[src/rtl/seven_seg_pkg.sv]
// Shared definitions for the seven-segment scan controller: state codes and width/polarity helpers.
// Latency: n/a (constants and constant functions only).
// Backpressure: n/a.
package seven_seg_pkg;

  // Scan FSM state encoding
  localparam logic [1:0] ST_IDLE  = 2'd0;
  localparam logic [1:0] ST_BLANK = 2'd1;
  localparam logic [1:0] ST_SHOW  = 2'd2;

  localparam int MAX_DIGITS = 16;

  // Bits needed to hold an index 0..n-1, never less than one bit
  function automatic int sel_width(input int n);
    return (n <= 2) ? 1 : $clog2(n);
  endfunction

  // Anode level for "all digits off" across n digits, for either polarity
  function automatic logic [MAX_DIGITS-1:0] anode_inactive(input bit active_low, input int n);
    return active_low ? MAX_DIGITS'((32'd1 << n) - 32'd1) : '0;
  endfunction

endpackage

[src/rtl/seven_seg_next_digit.sv]
// Picks the next digit to scan: lowest enabled index above cur_idx, else the lowest enabled overall.
// Latency: purely combinational.
// Backpressure: none.
module seven_seg_next_digit
  import seven_seg_pkg::*;
#(
  parameter int NUM_DIGITS = 6,
  parameter int SEL_W      = sel_width(NUM_DIGITS)
) (
  input  logic [SEL_W-1:0]      cur_idx,
  input  logic [NUM_DIGITS-1:0] mask,
  output logic [SEL_W-1:0]      next_idx,
  output logic                  wrap,
  output logic                  any_enabled
);

  logic [SEL_W-1:0] above_idx;
  logic [SEL_W-1:0] low_idx;
  logic             found_above;
  logic             found_low;

  // Priority scan from bit 0 upward; first hit wins for both searches
  always_comb begin
    above_idx   = '0;
    low_idx     = '0;
    found_above = 1'b0;
    found_low   = 1'b0;
    for (int i = 0; i < NUM_DIGITS; i++) begin
      if (mask[i] && !found_low) begin
        low_idx   = SEL_W'(i);
        found_low = 1'b1;
      end
      if (mask[i] && !found_above && (SEL_W'(i) > cur_idx)) begin
        above_idx   = SEL_W'(i);
        found_above = 1'b1;
      end
    end
    wrap        = !found_above;
    next_idx    = found_above ? above_idx : low_idx;
    any_enabled = found_low;
  end

endmodule

[src/rtl/seven_seg_scan_ctrl.sv]
// Multiplexed seven-segment scan: blank interval then one-hot anode per enabled digit, frame_start on wrap.
// Latency: all outputs registered; first anode on BLANK_CYCLES+1 cycles after enable with a non-zero mask.
// Backpressure: none; free-running while enable=1, enable=0 parks in IDLE with anodes off.
module seven_seg_scan_ctrl
  import seven_seg_pkg::*;
#(
  parameter int  NUM_DIGITS       = 6,
  parameter int  CLK_DIV          = 1000,
  parameter int  BLANK_CYCLES     = 16,
  parameter bit  ANODE_ACTIVE_LOW = 1'b0,
  localparam int SEL_W            = sel_width(NUM_DIGITS)
) (
  input  logic                  clk,
  input  logic                  reset,
  input  logic                  enable,
  input  logic [NUM_DIGITS-1:0] digit_mask,
  output logic [SEL_W-1:0]      mux_sel,
  output logic [NUM_DIGITS-1:0] addr,
  output logic                  frame_start,
  output logic                  scan_active
);

  // One counter serves both phases, so it is sized for the longer one
  localparam int CNT_MAX = (CLK_DIV > BLANK_CYCLES) ? CLK_DIV : BLANK_CYCLES;
  localparam int CNT_W   = sel_width(CNT_MAX);
  localparam logic [CNT_W-1:0] SHOW_LAST  = CNT_W'(CLK_DIV - 1);
  localparam logic [CNT_W-1:0] BLANK_LAST = CNT_W'((BLANK_CYCLES > 0) ? BLANK_CYCLES - 1 : 0);
  localparam bit HAS_BLANK = (BLANK_CYCLES > 0);
  localparam logic [NUM_DIGITS-1:0] ADDR_OFF = NUM_DIGITS'(anode_inactive(ANODE_ACTIVE_LOW, NUM_DIGITS));
  localparam logic [SEL_W-1:0] LAST_IDX = SEL_W'(NUM_DIGITS - 1);

  function automatic logic [NUM_DIGITS-1:0] anode_on(input logic [SEL_W-1:0] idx);
    return (NUM_DIGITS'(1) << idx) ^ ADDR_OFF;
  endfunction

  logic [1:0]            state, state_n;
  logic [CNT_W-1:0]      cnt, cnt_n;
  logic [SEL_W-1:0]      sel_n;
  logic [NUM_DIGITS-1:0] addr_n;
  logic                  fs_n;
  logic [SEL_W-1:0]      cur_idx;
  logic [SEL_W-1:0]      next_idx;
  logic                  wrap;
  logic                  any_enabled;

  // From IDLE, searching above the top index yields the lowest enabled digit
  assign cur_idx = (state == ST_IDLE) ? LAST_IDX : mux_sel;

  seven_seg_next_digit #(
    .NUM_DIGITS (NUM_DIGITS),
    .SEL_W      (SEL_W)
  ) u_next (
    .cur_idx     (cur_idx),
    .mask        (digit_mask),
    .next_idx    (next_idx),
    .wrap        (wrap),
    .any_enabled (any_enabled)
  );

  // Next-state, next-output decode; mask only matters at IDLE exit and SHOW exit
  always_comb begin
    state_n = state;
    cnt_n   = cnt + CNT_W'(1);
    sel_n   = mux_sel;
    addr_n  = ADDR_OFF;
    fs_n    = 1'b0;
    if (!enable) begin
      state_n = ST_IDLE;
      cnt_n   = '0;
    end else begin
      case (state)
        ST_IDLE: begin
          cnt_n = '0;
          if (any_enabled) begin
            sel_n = next_idx;
            fs_n  = 1'b1;
            if (HAS_BLANK) begin
              state_n = ST_BLANK;
            end else begin
              state_n = ST_SHOW;
              addr_n  = anode_on(next_idx);
            end
          end
        end
        ST_BLANK: begin
          if (cnt == BLANK_LAST) begin
            state_n = ST_SHOW;
            cnt_n   = '0;
            addr_n  = anode_on(mux_sel);
          end
        end
        ST_SHOW: begin
          addr_n = anode_on(mux_sel);
          if (cnt == SHOW_LAST) begin
            cnt_n = '0;
            if (!any_enabled) begin
              state_n = ST_IDLE;
              addr_n  = ADDR_OFF;
            end else begin
              sel_n = next_idx;
              fs_n  = wrap;
              if (HAS_BLANK) begin
                state_n = ST_BLANK;
                addr_n  = ADDR_OFF;
              end else begin
                state_n = ST_SHOW;
                addr_n  = anode_on(next_idx);
              end
            end
          end
        end
        default: begin
          state_n = ST_IDLE;
          cnt_n   = '0;
        end
      endcase
    end
  end

  // State and output registers; reset drops every output immediately
  always_ff @(posedge clk or posedge reset) begin
    if (reset) begin
      state       <= ST_IDLE;
      cnt         <= '0;
      mux_sel     <= '0;
      addr        <= ADDR_OFF;
      frame_start <= 1'b0;
      scan_active <= 1'b0;
    end else begin
      state       <= state_n;
      cnt         <= cnt_n;
      mux_sel     <= sel_n;
      addr        <= addr_n;
      frame_start <= fs_n;
      scan_active <= (state_n != ST_IDLE);
    end
  end

endmodule

[config.mk]
export PLATFORM = sky130hd
export DESIGN_NAME = seven_seg_scan_ctrl
export DESIGN_NICKNAME = d
export VERILOG_FILES = /design/src/rtl/seven_seg_pkg.sv /design/src/rtl/seven_seg_next_digit.sv /design/src/rtl/seven_seg_scan_ctrl.sv
export SDC_FILE = /design/constraint.sdc
export NUM_CORES = 1
export LEC_CHECK = 0
export BUFFER_PORTS_ARGS = -buffer_cell sky130_fd_sc_hd__buf_2
export CAP_MARGIN = 20
export CORE_MARGIN = 2
export CORE_UTILIZATION = 30
export CTS_CLUSTER_DIAMETER = 30
export CTS_CLUSTER_SIZE = 40
export DETAILED_ROUTE_END_ITERATION = 8
export PLACE_DENSITY = 0.47
export SYNTH_ARGS = -nofsm -noshare
export SYNTH_HDL_FRONTEND = slang
export SYNTH_SLANG_ARGS = --single-unit
[constraint.sdc]
create_clock -name clk -period 2.6 [get_ports clk]
set_input_delay 0.52 -clock clk [delete_from_list [all_inputs] [get_ports clk]]
set_output_delay 0.52 -clock clk [all_outputs]
set_load 0.1 [all_outputs]
==> flow_summary.json <==
{
  "floorplan.initialDensity": 0.3173,
  "seq_area_frac_synth": 0.4470,
  "rows": 23,
  "critical_path_peak_fanout": 6,
  "syn_nets": 148,
  "seqCellArea_um2": 575.6,
  "path_clk_slew_ps": 80,
  "cts.sinks": 23,
  "core-area_um2": 4058,
  "crit_type": "in -> reg",
  "ys_warn_count": 0,
  "tritoncts": "yes",
  "grt_pass1_vias": 1100,
  "max_slew.worst_pin.slew_ps": 882.8,
  "yosysUniqueCellTypes": 38,
  "wl_per_cell_um": 13.86,
  "antenna_found_initial": 0,
  "place.gp.congestion": 0.7616,
  "hold_violations": 0,
  "n_antenna_cell": 0,
  "fill_cells": 424,
  "multi_input_area_um2": 673.1,
  "vias_per_cell": 5.202,
  "ir_drop_v": 0.0002817,
  "die_h_um": 69.51,
  "via_count": 1056,
  "final.min_clock_period_ps": 1998,
  "cap_violations": 0,
  "finalClockSkew_ps": 3.927,
  "synth_seq_cells": 23,
  "final_antenna_net_count": 0,
  "drtIter0Drc": 70,
  "htreeDepth": 1,
  "slew_headroom": 0.4108,
  "setup_viol": 0,
  "post_cts_resized": 0,
  "arrival_ps": 2150,
  "post_cts.repair.setup_buffers": 0,
  "die_w_um": 69.51,
  "final_cell_area_um2": 1474,
  "drcViolationCount": 0,
  "hold_buffers": 0,
  "synth_cells": 134,
  "hold_path_class": "in -> async",
  "grt_setup_unrepaired": "false",
  "power.density_nw_per_um2": 650.9,
  "finalMaxSlewViolations": 0,
  "pin_count": 20,
  "drive_above_1_share": 0.1765,
  "wl_um": 2814,
  "setup_tns_ps": 0,
  "syn_area_per_cell_um2": 9.608,
  "clock_path_buffers": 2,
  "hpwlAfterDp_um": 2104,
  "cp-end-kind": "register",
  "clk-insertion-delay-late_ps": 260,
  "status": "complete, no violations",
  "clock-root-buffer": "clkbuf_8",
  "place_area_um2": 1429,
  "first_pass_iters": 4,
  "nets": 168,
  "start_kind": "primary input",
  "grt_max_degree": 24,
  "fin_crit_sh": 0.7683,
  "max_clock_freq_mhz": 500.6,
  "track_usage": 0.1261,
  "grt_overflow_total": 0,
  "dieArea_um2": 4832,
  "worstPathRequired_ps": 2760,
  "cts-buffers-inserted": 3,
  "grt_pass1_wl_um": 5016,
  "synth_area_um2": 1287,
  "place.port_buffers": 19,
  "area.growth.synth_to_final_pct": 14.48,
  "p_leak_uw": 0.0006419
}
## through the flow
step | power [uW] | worst slack [ps] | hold WS, ps | cells | utilization
6_report | 959.3 | 602.4 | 431.2 | 203 | 0.3632
3_5_place_dp | 746.2 | 310.7 | 455.8 | 199 | 0.3521
3_3_place_gp | 746.5 | 349.6 | 443.4 | 199 | 0.3521
2_1_floorplan | 684.1 | 388.5 | 425.1 | 134 | -
5_1_grt | 1020 | 436.1 | 495.4 | 203 | 0.3632
4_1_cts | 976.4 | 598.3 | 467.6 | 203 | 0.3632
## path summary, 6_finish.rpt
check | start | to | slack (ps) | cells past startpoint
worst max-delay path | digit_mask[3] | scan_active | 600 | 6
worst min-delay path | reset | cnt[4] | 430 | 2
worst max register to register | state[0] | mux_sel[1] | 640 | 6
worst min register to register | cnt[0] | cnt[0] | 470 | 1
max in group asynchronous | reset | mux_sel[1] | 1630 | 2
min in group clk | cnt[0] | cnt[0] | 470 | 1
## power breakdown
part	switching [uW]	internal (uW)
registers	40.0	379
clock network	112	109
logic	243	76.5
total	394	565
## Yosys cell counts
library cell,n,area share
or3_2,1,0.0058
a21boi_0,1,0.0058
ha_1,5,0.049
nor3_1,7,0.027
a32oi_1,1,0.0068
nand4_1,2,0.0097
a21oi_1,9,0.035
o31a_1,3,0.020
xnor2_1,8,0.054
or4_4,1,0.0087
nor3b_1,2,0.012
o21bai_1,1,0.0058
nor2b_1,3,0.015
nand2b_1,5,0.024
nor2_1,16,0.047
a311oi_1,1,0.0068
o31ai_1,1,0.0058
nand3b_1,1,0.0058
or2_2,1,0.0049
o22a_1,1,0.0068
and3_1,6,0.029
nor4_1,2,0.0097
o21ai_0,3,0.012
nand3_1,1,0.0039
inv_1,6,0.017
nand4b_1,1,0.0068
o211ai_2,1,0.0097
dfrtp_1,23,0.45
a221oi_1,1,0.0068
a211oi_1,3,0.017
a2111oi_4,1,0.021
nand4bb_1,1,0.0087
nand2_1,8,0.023
buf_2,1,0.0039
o32a_1,1,0.0078
clkbuf_1,3,0.0087
or2_1,1,0.0049
o211ai_1,1,0.0058
## final cells by class
class / count / area share
Sequential cell: 23 / 0.3905
Clock buffer: 4 / 0.03056
Multi-Input combinational cell: 101 / 0.4567
Inverter: 6 / 0.01528
Timing Repair Buffer: 19 / 0.06452
Tap cell: 50 / 0.04244
## kinds of logic after synthesis
group | count (synthesis) | synth area share
AO/OA/AOI/OAI | 29 | 0.1740
XOR/XNOR | 8 | 0.05442
adder cells (fa/ha/maj) | 5 | 0.04859
buffers and inverters | 10 | 0.03012
flip-flops | 23 | 0.4470
AND/OR/NAND/NOR | 59 | 0.2459
## worst max-delay path: stages
cell and delay (ps):
buf_2 130, or4_4 570, or3_2 470, o21ai_0 110
a211oi_1 120, or2_1 230
## metal layers
metal  track usage  vias to the layer above  part of all wire
met4       0.02614                        0            0.0050
met3       0.03924                        2             0.049
met2        0.2083                       33              0.48
met1        0.1623                      505              0.46
li1              -                      516                 -
met5             0                        -                 0
## cell usage in the layout, fill, tap and decap left out, types with 3 or more instances in the layout
cell type and instances:
nand2b_1 5, nor3_1 7, a21oi_1 9, dfrtp_1 23, o31a_1 3, clkbuf_8 3
nor2_1 16, and3_1 6, buf_2 19, o21ai_0 3, a211oi_1 3, nor2b_1 3
nand2_1 8, inv_1 6, ha_1 5, xnor2_1 8
## state kept, by name, indices dropped and copies added (netlist names)
signal / count
mux_sel: 3
addr: 6
scan_active: 1
state: 2
cnt: 10
frame_start: 1
Note: power is estimated with default switching activity, not from simulation.
